File: src/rtl/wb_commit_regfile.sv
// Write-back stage: 2-entry MEM->WB buffer that retires in order into the GPR file,
// with decode read ports, commit bypass, pending-write flags and a retire trace.
module wb_commit_regfile #(
    parameter int DATA_W = 32,
    parameter int ADDR_W = 32,
    parameter int REG_N  = 32,
    parameter int CNT_W  = 64,
    localparam int RA_W  = $clog2(REG_N)
) (
    input  logic              clk,
    input  logic              rst,
    input  logic              in_valid,
    output logic              in_ready,
    input  logic [ADDR_W-1:0] in_pc,
    input  logic [31:0]       in_inst,
    input  logic [DATA_W-1:0] in_rw_data,
    input  logic [RA_W-1:0]   in_rw_addr,
    input  logic              in_rw_en,
    input  logic              stall,
    input  logic [RA_W-1:0]   ra1,
    input  logic [RA_W-1:0]   ra2,
    output logic [DATA_W-1:0] rd1,
    output logic [DATA_W-1:0] rd2,
    output logic              pend1,
    output logic              pend2,
    output logic              commit_valid,
    output logic [ADDR_W-1:0] commit_pc,
    output logic [31:0]       commit_inst,
    output logic              commit_we,
    output logic [CNT_W-1:0]  commit_cnt
);

    logic [ADDR_W-1:0] fifo_pc   [2];
    logic [31:0]       fifo_inst [2];
    logic [DATA_W-1:0] fifo_data [2];
    logic [RA_W-1:0]   fifo_addr [2];
    logic [1:0]        fifo_we;

    logic              head, tail, nxt;
    logic [1:0]        count;
    logic [DATA_W-1:0] gpr [REG_N];

    logic acc, cmt;
    logic head_busy, nxt_busy;

    assign in_ready = (count < 2'd2);
    assign acc      = in_valid & in_ready;
    assign cmt      = (count != 2'd0) & ~stall;
    assign nxt      = ~head;

    // Control state and the architectural file; both cleared together on rst.
    always_ff @(posedge clk) begin
        if (rst) begin
            count      <= 2'd0;
            head       <= 1'b0;
            tail       <= 1'b0;
            commit_cnt <= '0;
            for (int i = 0; i < REG_N; i++) gpr[i] <= '0;
        end else begin
            if (acc) tail <= ~tail;
            if (cmt) begin
                head       <= ~head;
                commit_cnt <= commit_cnt + CNT_W'(1);
                if (fifo_we[head]) gpr[fifo_addr[head]] <= fifo_data[head];
            end
            case ({acc, cmt})
                2'b10:   count <= count + 2'd1;
                2'b01:   count <= count - 2'd1;
                default: count <= count;
            endcase
        end
    end

    // Payload slots carry no reset; occupancy is tracked by count alone.
    always_ff @(posedge clk) begin
        if (acc) begin
            fifo_pc[tail]   <= in_pc;
            fifo_inst[tail] <= in_inst;
            fifo_data[tail] <= in_rw_data;
            fifo_addr[tail] <= in_rw_addr;
            fifo_we[tail]   <= in_rw_en & (in_rw_addr != '0);
        end
    end

    assign commit_valid = cmt;
    assign commit_pc    = fifo_pc[head];
    assign commit_inst  = fifo_inst[head];
    assign commit_we    = fifo_we[head];

    // Write-first bypass: a retiring write is visible to decode in the same cycle.
    assign rd1 = (ra1 == '0) ? '0 :
                 (cmt & fifo_we[head] & (fifo_addr[head] == ra1)) ? fifo_data[head] : gpr[ra1];
    assign rd2 = (ra2 == '0) ? '0 :
                 (cmt & fifo_we[head] & (fifo_addr[head] == ra2)) ? fifo_data[head] : gpr[ra2];

    // The head only blocks decode while it is frozen; the second slot always does.
    assign head_busy = (count != 2'd0) & stall & fifo_we[head];
    assign nxt_busy  = (count == 2'd2) & fifo_we[nxt];

    assign pend1 = (ra1 != '0) & ((head_busy & (fifo_addr[head] == ra1)) |
                                  (nxt_busy  & (fifo_addr[nxt]  == ra1)));
    assign pend2 = (ra2 != '0) & ((head_busy & (fifo_addr[head] == ra2)) |
                                  (nxt_busy  & (fifo_addr[nxt]  == ra2)));

endmodule

File: config.mk
export PLATFORM = sky130hd
export DESIGN_NAME = wb_commit_regfile
export DESIGN_NICKNAME = d
export VERILOG_FILES = /design/src/rtl/wb_commit_regfile.sv
export SDC_FILE = /design/constraint.sdc
export NUM_CORES = 2
export LEC_CHECK = 0
export ABC_AREA = 1
export BUFFER_PORTS_ARGS = -buffer_cell sky130_fd_sc_hd__buf_2
export CAP_MARGIN = 20
export CORE_MARGIN = 2
export CORE_UTILIZATION = 35
export CTS_CLUSTER_DIAMETER = 100
export CTS_CLUSTER_SIZE = 30
export DETAILED_ROUTE_END_ITERATION = 7
export PLACE_DENSITY = 0.57
export SLEW_MARGIN = 20
export SYNTH_ARGS = -nofsm -noshare
export SYNTH_HDL_FRONTEND = slang
export SYNTH_SLANG_ARGS = --single-unit
File: constraint.sdc
create_clock -name clk -period 10.6 [get_ports clk]
set_input_delay 1.06 -clock clk [delete_from_list [all_inputs] [get_ports clk]]
set_output_delay 1.06 -clock clk [all_outputs]
set_load 0.05 [all_outputs]
==> summary.md <==
| Metric | Value |
|---|---|
| Outcome | finished, violations left |
| Failing checks | design-rule violations |
| Yosys cell types | 36 |
| Pin count of the biggest net entering global routing | 215 |
| Post-DP HPWL | ~150000 um |
| Pwr Total | 11400 uW |
| Setup CP Type | reg2out |
| Register area | around 38000 um^2 |
| Core Rows | 163 |
| Via Count | 62700 |
| Hold_buf cts | 0 |
| Ys Warns | 0 |
| Synthesis-stage register bit count | 1297 |
| Die ar. | about 200000 um^2 |
| Post-cts sizing count | 0 |
| Clock sink total | 1297 |
| Die extent in y | 450 um |
| Sequential fraction of the synthesis area | 55.0% |
| First-pass GRT wire length | 398000 um |
| RSZ-0062 raised after global routing | no |
| Post-route DRC | 7 |
| Avg Vias per Cell | around 5.6 |
| Gpl congestion | 0.886 |
| Data required time of the worst path | approximately 9.5 ns |
| Largest cells by area after synthesis | edfxtp_1 (53%), nand2_1 (10%), nand3_1 (7.5%) |
| Synth cell count leaders | nand2_1 (1943), nor2_1 (1328), edfxtp_1 (1228) |
| Fin. max-slew vios | 0 |
| Post-CTS Setup Inserts | 0 |
| Antenna-violating nets left | 0 |
| Grt ovf | 0 |
| Vias in the first global route | 58600 |
| CTS tree | yes |
| Clock Skews | 0.0571 ns |
| CTS max path bufs | 3 |
| First-pass DRT Iterations | 8 |
| Post-synth top area share | a little over half |
| Placeable Area | 197000 um^2 |
| Clk slew on worst S/H paths | 0.12 ns |
| Fillers | ~20000 |
| Clock root buffer | clkbuf_16 |
| Clk Latency, worst-skew pair | a little under 0.8 ns |
| Setup_tns | 0 ns |
| Max FO, Critical Path | 67 |
| Setup-failing EPs final | 0 |
| I/O pins | 313 |
| Initial detailed-routing violation count | 8700 |
| Top FF cell, synth | edfxtp_1 |
| Fin crit period | 6.24 ns |
| P_leak | approximately 0.032 uW |
| Final wirelength | 277000 um |
| Area Growth Syn to Fin | 8.12% |
| Die span in x | about 450 um |
| Initial antenna violation count | 15 |
| Ys async rst share | 0% |
| Slew at the pin with the worst max-slew slack | 1.14 ns |
| Top-count cell post-synth | nand2_1 |
| Area leader, netlist | edfxtp_1 |
| WL/cell | approximately 25 um |
| Final net count | ~8600 |
| Port Buffers | 312 |
| Cell count of the worst hold path | 1 |
| Ratio of cells with drive above 1 in the final layout | 8.28% |
| Fmax | 160 MHz |
| Reg2reg path depth | 9 |
| Total CTS buffers | 53 |
| Design area | 75200 um^2 |
| Worst setup SP type | flop |
| Worst hold margin | 0.465 ns |
| Pwr dens | 152 nW/um^2 |
| H-tree depth | 2 |
| Avg Inst Size Synth | around 8.1 um^2 |
| Placement Cell Area | 73500 um^2 |
| Syn Nets | between 8000 and 9000 |
| Area of the multi-input gates | roughly 26000 um^2 |
| Relative slew slack | 24.1% |
| Endpoints failing hold | 0 |
| Final period utilization | between 50 and 60% |
| Critical path arrival | 5.18 ns |
| Starting density of the core | a little over a third |
| Max_cap viols | 0 |
| GRT Util Overall | a little over a quarter |
| Post-Syn Area | 69600 um^2 |
| Worst vdd ir | about 0.00016 V |
| Post-Syn Instances | 8641 |
| Post-synth EDFFs | 1228 |
| Critical Path Sink Type | output port |
| Min-Delay Path Class | in2reg |
## area by class of cell
class | count | area share, %
flip-flops and latches | 1297 | 50.9
clock buffers | 69 | 1.87
well taps | 2640 | 4.39
multi-input cells | 5704 | 33.9
repair buffers | 456 | 3.71
clock inverters | 20 | 0.379
inverters | 969 | 4.88
diodes | 3 | 0.00998
## flip-flops by register name (all words and copies together), names as in the netlist, named ones only
register,flops
fifo_we,2
fifo_addr,10
commit_cnt,64
tail,1
fifo_data,64
fifo_inst,64
fifo_pc,64
count,2
head,1
gpr,1024
## power breakdown
group	leakage (uW)	switching (uW)	internal (uW)	total, uW
registers	0.0130	102	5860	5960
clock network	0.000816	1760	1050	2810
logic	0.0177	2130	515	2640
## cell usage in the layout, fill, tap and decap left out, types with 14 or more instances in the layout
cell type     n
nand2_1    1878
nor2_1     1322
edfxtp_1   1228
nand3_1    1040
inv_1       959
o21ai_0     536
a21oi_1     502
buf_2       304
buf_4       140
o211ai_1    107
dfxtp_1      68
a31oi_1      63
or2_2        54
clkbuf_16    53
nand2_2      46
o21ai_2      31
nand4_1      25
nor3_1       21
nand2_4      19
xor2_1       14
clkbuf_1     14
## logic make-up (layout without fill, tap and decap cells)
family          Yosys count  in the layout  share of synthesized area, %
buf+inv                1640           1514                          9.01
fa+ha+maj                 2              2                        0.0360
xor+xnor                 15             15                         0.189
other cells               0              3                             0
simple gates           4433           4433                          26.2
compound gates         1253           1253                          9.55
mux                       1              1                        0.0144
flops                  1297           1297                          55.0
## per-layer routing
layer / GRT usage, % / wire, um
met5: 0 / 119
met3: 4.93 / 32400
met1: 35.0 / 106000
met2: 41.8 / 124000
met4: 12.0 / 14200
## critical path, stage by stage, from the launching register on
cell and delay [ns]:
dfxtp_4 0.86, buf_4 0.74, nand2_1 0.10, o21ai_1 0.28
nand2_1 0.09, nand2_1 0.09, nand2_1 0.05, nor2_1 0.25
nand3_4 0.47, buf_4 0.51, nand2_1 0.16, nor2_1 0.06
nor2_1 0.30, buf_2 0.34
## final timing paths
kind                            slack (ns)               end      startpoint
worst min-delay path                  0.47  fifo_data[1][23]  in_rw_data[23]
worst max register to register        5.37       gpr[14][10]            flop
worst max-delay path                  4.36           rd2[10]            flop
worst min register to register        0.52     commit_cnt[7]   commit_cnt[7]
## stage by stage
step / instances / utilization [%] / worst slack (ns)
floorplan: 8641 / - / 4.59
global placement: 11100 / 37.2 / 4.58
detailed placement: 11100 / 37.2 / 4.54
CTS: 11200 / 38.1 / 4.23
global route: 11200 / 38.1 / 3.98
finish: 11200 / 38.1 / 4.36
Power figures use the tool's default switching activity.
